File: src/rtl/shadow_capture_chain.sv
// Debug shadow capture: snapshots host flop groups and shifts the frozen snapshot out on
// one or more serial chains, optionally followed by the data of upstream chains.
module shadow_capture_chain #(
    parameter int unsigned                     DFF_BITS      = 4,
    parameter int unsigned                     USE_DCLK      = 1,
    parameter int unsigned                     CHAINS_IN     = 0,
    parameter int unsigned                     CHAINS_OUT    = 1,
    parameter int unsigned                     DISCRETE_DFFS = 1,
    parameter logic [DISCRETE_DFFS*32-1:0]     DFF_WIDTHS    = {32'd4}
) (
    input  logic                                           i_clk,
    input  logic                                           i_rst,
    input  logic                                           i_capture_en,
    input  logic [DISCRETE_DFFS-1:0]                       i_dclk,
    input  logic [DFF_BITS-1:0]                            i_din,
    input  logic [CHAINS_OUT-1:0]                          i_dump_en,
    input  logic [((CHAINS_IN > 0) ? CHAINS_IN : 1)-1:0]   i_chains_in,
    input  logic [((CHAINS_IN > 0) ? CHAINS_IN : 1)-1:0]   i_chains_in_vld,
    input  logic [((CHAINS_IN > 0) ? CHAINS_IN : 1)-1:0]   i_chains_in_done,
    output logic [((CHAINS_IN > 0) ? CHAINS_IN : 1)-1:0]   o_chain_dump_en,
    output logic [CHAINS_OUT-1:0]                          o_chains_out,
    output logic [CHAINS_OUT-1:0]                          o_chains_out_vld,
    output logic [CHAINS_OUT-1:0]                          o_chains_out_done
);

    localparam bit          HasIn = (CHAINS_IN > 0);
    localparam int unsigned CntW  = (DFF_BITS > 1) ? $clog2(DFF_BITS) : 1;

    typedef enum logic [1:0] {StIdle, StShift, StFwd, StDone} state_e;

    // Lowest snapshot bit owned by capture group k.
    function automatic int unsigned grp_lo(input int unsigned k);
        int unsigned s;
        s = 0;
        for (int unsigned m = 0; m < DISCRETE_DFFS; m++) begin
            if (m < k) s += DFF_WIDTHS[32*m +: 32];
        end
        return s;
    endfunction

    logic [DISCRETE_DFFS-1:0] r_dclk_q;
    logic [DISCRETE_DFFS-1:0] w_grp_cap;
    logic [DFF_BITS-1:0]      r_snap;
    logic [DFF_BITS-1:0]      w_load;
    logic [CHAINS_OUT-1:0]    r_dump_q;
    logic [CHAINS_OUT-1:0]    w_busy;
    logic [CHAINS_OUT-1:0]    w_req_vec;
    logic                     w_frozen;

    assign w_frozen = |w_busy;

    always_comb begin
        w_grp_cap = '0;
        for (int unsigned k = 0; k < DISCRETE_DFFS; k++) begin
            w_grp_cap[k] = i_capture_en & ~w_frozen &
                           ((USE_DCLK == 0) | (i_dclk[k] & ~r_dclk_q[k]));
        end
    end

    always_comb begin
        w_load = '0;
        for (int unsigned k = 0; k < DISCRETE_DFFS; k++) begin
            for (int unsigned b = 0; b < DFF_BITS; b++) begin
                if (b >= grp_lo(k) && b < grp_lo(k + 1)) w_load[b] = w_grp_cap[k];
            end
        end
    end

    always_ff @(posedge i_clk or posedge i_rst) begin
        if (i_rst) begin
            r_dclk_q <= '0;
            r_dump_q <= '0;
            r_snap   <= '0;
        end else begin
            r_dclk_q <= i_dclk;
            r_dump_q <= i_dump_en;
            r_snap   <= (r_snap & ~w_load) | (i_din & w_load);
        end
    end

    genvar j;
    for (j = 0; j < CHAINS_OUT; j++) begin : g_chain
        // Chain j owns snapshot bits j, j+CHAINS_OUT, j+2*CHAINS_OUT, ...
        localparam int unsigned    LocalN  = (j < DFF_BITS) ?
                                             (DFF_BITS - j + CHAINS_OUT - 1) / CHAINS_OUT : 0;
        localparam logic [CntW-1:0] LastCnt = CntW'((LocalN > 0) ? LocalN - 1 : 0);

        state_e                 r_state, w_state_d;
        logic [CntW-1:0]        r_cnt, w_cnt_d;
        logic [(1<<CntW)-1:0]   w_local;
        logic                   w_rise;
        logic                   w_in, w_in_vld, w_in_done;
        logic                   w_out_d, w_vld_d, w_done_d, w_req_d;
        logic                   r_out, r_vld, r_done, r_req;

        assign w_rise = i_dump_en[j] & ~r_dump_q[j];

        if (HasIn) begin : g_in
            assign w_in      = i_chains_in[j];
            assign w_in_vld  = i_chains_in_vld[j];
            assign w_in_done = i_chains_in_done[j];
        end else begin : g_no_in
            assign w_in      = 1'b0;
            assign w_in_vld  = 1'b0;
            assign w_in_done = 1'b0;
        end

        always_comb begin
            w_local = '0;
            for (int unsigned n = 0; n < LocalN; n++) begin
                w_local[n] = r_snap[n * CHAINS_OUT + j];
            end
        end

        always_ff @(posedge i_clk or posedge i_rst) begin
            if (i_rst) begin
                r_state <= StIdle;
                r_cnt   <= '0;
                r_out   <= 1'b0;
                r_vld   <= 1'b0;
                r_done  <= 1'b0;
                r_req   <= 1'b0;
            end else begin
                r_state <= w_state_d;
                r_cnt   <= w_cnt_d;
                r_out   <= w_out_d;
                r_vld   <= w_vld_d;
                r_done  <= w_done_d;
                r_req   <= w_req_d;
            end
        end

        always_comb begin
            w_state_d = r_state;
            unique case (r_state)
                StIdle:  if (w_rise) w_state_d = StShift;
                StShift: if (LocalN == 0 || r_cnt == LastCnt) w_state_d = HasIn ? StFwd : StDone;
                StFwd:   if (w_in_done) w_state_d = StDone;
                StDone:  w_state_d = StIdle;
                default: w_state_d = StIdle;
            endcase
        end

        always_comb begin
            w_cnt_d  = '0;
            w_out_d  = 1'b0;
            w_vld_d  = 1'b0;
            w_done_d = 1'b0;
            w_req_d  = 1'b0;
            unique case (r_state)
                StShift: begin
                    if (LocalN != 0) begin
                        w_out_d = w_local[r_cnt];
                        w_vld_d = 1'b1;
                        w_cnt_d = r_cnt + 1'b1;
                    end
                    w_req_d = (w_state_d == StFwd);
                end
                StFwd: begin
                    w_out_d = w_in;
                    w_vld_d = w_in_vld;
                end
                StDone:  w_done_d = 1'b1;
                default: ;
            endcase
        end

        assign w_busy[j]            = (r_state != StIdle);
        assign w_req_vec[j]         = r_req;
        assign o_chains_out[j]      = r_out;
        assign o_chains_out_vld[j]  = r_vld;
        assign o_chains_out_done[j] = r_done;
    end

    if (HasIn) begin : g_req
        assign o_chain_dump_en = w_req_vec;
    end else begin : g_no_req
        logic w_unused_chains_in;
        assign o_chain_dump_en    = '0;
        assign w_unused_chains_in = ^{i_chains_in, i_chains_in_vld, i_chains_in_done, w_req_vec};
    end

endmodule

File: config.mk
export PLATFORM = sky130hd
export DESIGN_NAME = shadow_capture_chain
export DESIGN_NICKNAME = d
export VERILOG_FILES = /design/src/rtl/shadow_capture_chain.sv
export SDC_FILE = /design/constraint.sdc
export NUM_CORES = 1
export LEC_CHECK = 0
export CORE_AREA = 2 2 39 41
export CTS_CLUSTER_DIAMETER = 60
export DETAILED_ROUTE_END_ITERATION = 10
export DIE_AREA = 0 0 41 43
export GPL_TIMING_DRIVEN = 0
export PLACE_DENSITY = 0.68
export SYNTH_ARGS = -nofsm -noshare
export SYNTH_HDL_FRONTEND = slang
export SYNTH_SLANG_ARGS = --single-unit
File: constraint.sdc
create_clock -name i_clk -period 1.4 [get_ports i_clk]
set_input_delay 0.28 -clock i_clk [delete_from_list [all_inputs] [get_ports i_clk]]
set_output_delay 0.28 -clock i_clk [all_outputs]
set_load 0.005 [all_outputs]
# Yosys cells after proc, flatten, opt, wreduce, memory -nomap -nowiden
# Cells that the tools add are included.
dict set report totals {
  in_bits 12
  wordCells 40
  regBits 13
  out_inout_bits 4
}
dict set report op_classes {
  n_mux 9
  n_eq_ne 6
  n_reduce_logical 3
  n_addsub 1
  bitwise 12
  n_lt_le_gt_ge 1
}
# operator count
set op_table {}
lappend op_table {{$and A4 B4 Y4} 2}
lappend op_table {{$eq A2 B2 Y1 const B} 3}
lappend op_table {{$mux W2} 3}
lappend op_table {{$pmux W2 S3} 1}
lappend op_table {{$and A1 B1 Y1} 4}
lappend op_table {{$mux W1} 4}
lappend op_table {{$ne A2 B2 Y1 const B} 2}
lappend op_table {{$not A1 Y1} 4}
lappend op_table {{$not A4 Y4} 1}
lappend op_table {{$or A4 B4 Y4} 1}
lappend op_table {{$lt A2 B3 Y1 const B} 1}
lappend op_table {{$reduce_and A3 Y1} 1}
lappend op_table {{$add A2 B1 Y2 const B} 1}
lappend op_table {{$bmux W1 S2} 1}
lappend op_table {{$eq A2 B1 Y1 const B} 1}
lappend op_table {{$logic_not A2 Y1} 1}
lappend op_table {{$reduce_bool A2 Y1} 1}

# Longest topological paths before layout
dict set report depth {
  depth_word 7
  ltp_mapped 3
  mapped_depth_nobuf 3
}

# Worst setup path after synthesis
# No wires, ideal clock.
dict set report synth_path {
  kind {flip-flop to flip-flop}
  startpoint {reg g_chain[0].r_state[1]}
  endpoint {reg with a tool-made name}
  required_ns 1.275
  setup_slack_ns 0.136
  synth_period_minus_slack_ns 1.264
  arrival_ns 1.139
  path_buffers 0
  path_stages_with_launch 3
  setup_time_ns 0.125
  path_cell_list {dfrtp_1 nor4_4 mux2_2}
}
# element line_no
set synth_lines {}
lappend synth_lines {{from (decl)} 88} ;# state_e r_state, w_state_d;
lappend synth_lines {{from (signal assigned)} 117} ;# r_state <= StIdle;
lappend synth_lines {{from (signal assigned)} 124} ;# r_state <= w_state_d;

==> flow_summary.ini <==
[status]
status = complete, no violations

[global_routing]
antenna_found_initial = 0
grt_pass1_vias = 318
overflow = 0
grt_pass1_wl_um = 1350
grt_max_degree = 14
gr-usage-all-layers_pct = 12.2

[final_layout]
final_cell_mix = dfrtp_1, clkdlybuf4s50_1, dlymetal6s2s_1, mux2_2, clkbuf_4
fillers = 131
final_area_um2 = 689
final_common_cell = dfrtp_1
multi_input_area_um2 = 173
nets = 64
drive_gt1_share_pct = 28.0
antenna_cells = 0
area_delta_synth_final_pct = 36.0
seq_area_um2 = 325

[die]
coreArea_um2 = 1380
ios = 16
die_w_um = 41
initial_core_util_pct = 36.6
fp.dieH_um = 43
rows = 14
dieArea_um2 = 1760

[timing]
fin_setup_tns_ns = 0
rsz0062_at_grt = no
hold_viol_final = 0
max_freq_mhz = 746
setup-violations-final = 0
report.final.slew_viol_count = 0
period_needed_ns = 1.34
fin_skew_ns = 0.00332
fin_crit_sh_pct = 95.8

[routing]
wirelength_um = 752
routed_via_density = 4.65
drc = 0
first_pass_iters = 3
drt_first_iter_violations = 1
wl_per_cell_um = 11.4
ant_nets = 0
dr_total_vias = 307

[cts]
clock_latency_ns = 0.27
h-tree-depth = 1
cts.sinks = 13
clk_pin_slew_ns = 0.07
root_buffer = clkbuf_4
cts_tree = yes
cts_inserted_buffers = 3
cts_buffer_depth = 2

[setup_path]
worst_path_largest_cell_delay_ns = 0.46
critPathArrivalTime_ns = 1.50
critPathSlowestCell = dfrtp_1
r2r-start = g_chain[0].r_state[0]
required_ns = 1.56
end_kind = register
worstSetupPathType = register to register
start_kind = register
critPathLaunch = g_chain[0].r_state[0]
path_cells = nor4_4 > buf_4 > mux2_2
critPathMaxFanout = 6

[yosys]
ys_seq_area_share_pct = 64.2
netlist_top_cells_area = dfrtp_1, mux2_2, mux4_2, nor4_4, and2_1
synth_top_area_share_pct = 64.2
synth.distinct_cells = 16
synth_area_um2 = 507
synthXorXnorAreaFrac_pct = 0
synth_area_leader_cell = dfrtp_1
synthMuxAreaShare_pct = 15.3
synthesis.nets = 47
synth_area_per_cell_um2 = 14.9
synthCells = 34
synth_top_family_by_area = multiplexers
ys_ff_latch = 13
synthAdderAreaFrac_pct = 2.47
yosys_warnings = 0
synthSimpleGateAreaFrac_pct = 13.3
synth_compound_area_share_pct = 0.988

[place]
gp_congestion = 0.670
io_buffer_count = 11
hpwl_um = 546
placedInstanceArea_um2 = 637

[hold_path]
hold_path_startpoint = i_dclk
min_path_type = input port to register

[pwr]
power.density_nw_per_um2 = 1740
cellLeakagePower_nw = 0.357
ir_worst_vdd_uv = 874

[run]
max_cap_violations = 0
[kinds of logic (layout without fill, tap and decap cells)]
| group | Yosys count | count (layout) |
|---|---|---|
| adder cells (fa/ha/maj) | 1 | 1 |
| flip-flops | 13 | 13 |
| other | 1 | 1 |
| buffers and inverters | 3 | 19 |
| multiplexers | 6 | 6 |
| AO/OA/AOI/OAI | 1 | 1 |
| AND/OR/NAND/NOR | 9 | 9 |
[synthesized netlist by cell type]
cell type,number
a21oi_1,1
and2_1,2
and2_2,1
and2b_2,1
buf_4,1
conb_1,1
dfrtp_1,13
ha_1,1
inv_1,2
mux2_2,4
mux2i_1,1
mux4_2,1
nand2_1,2
nor2_1,1
nor2b_1,1
nor4_4,1
[worst paths after layout]
kind | to | slack, ns | cells past startpoint
min in group asynchronous | r_dump_q | 0.31 | 2
min | r_dclk_q | 0.18 | 1
max | register | 0.06 | 3
min reg2reg | g_chain[0].r_cnt[0] | 0.49 | 1
max reg2reg | register | 0.06 | 3
max in group asynchronous | r_dclk_q | 0.77 | 2
[power breakdown]
group / internal, mW / switching (mW) / leakage, nW
logic: 0.244 / 0.105 / 0.183
clock network: 0.111 / 0.113 / 0.0150
registers: 0.524 / 0.104 / 0.159
[critical path: cells and delay by family, from the launching register on]
family | cells | cell delay (ns)
flip-flops | 1 | 0.46
multiplexers | 1 | 0.33
AND/OR/NAND/NOR | 1 | 0.26
buffers and inverters | 1 | 0.18
[cell type report]
cell class | instances | share of cell area (%)
buffer | 1 | 1.09
sequential | 13 | 47.2
inverter | 2 | 1.09
timing repair buffer | 12 | 18.9
tap | 16 | 2.90
clock buffer | 4 | 3.81
multi-input combinational | 18 | 25.0
[per-layer routing]
layer / up-vias / wire length (µm) / GRT usage, %
li1: 141 / - / -
met1: 152 / 308 / 13.3
met2: 12 / 371 / 17.5
met3: 2 / 68 / 9.42
met4: 0 / 4 / 4.00
met5: - / 0 / 0
[timing repair]
action,4_1_cts,5_1_grt
hold buffers,0,0
buffers inserted,0,1
gates resized for setup,0,7
setup endpoints to repair,0,7
[per-stage QoR]
stage	worst slack, ns	std cells	util, %	hold slack (ns)	total power [mW]
2_1_floorplan	0.136	34	-	0.157	0.845
3_3_place_gp	-0.227	61	46.0	0.481	0.974
3_5_place_dp	-0.244	61	46.0	0.488	0.990
4_1_cts	0.00830	65	47.9	0.330	1.22
5_1_grt	0.0276	66	49.8	0.159	1.31
6_report	0.0591	66	49.8	0.179	1.20
No activity file was read; power rests on OpenSTA's default activity.
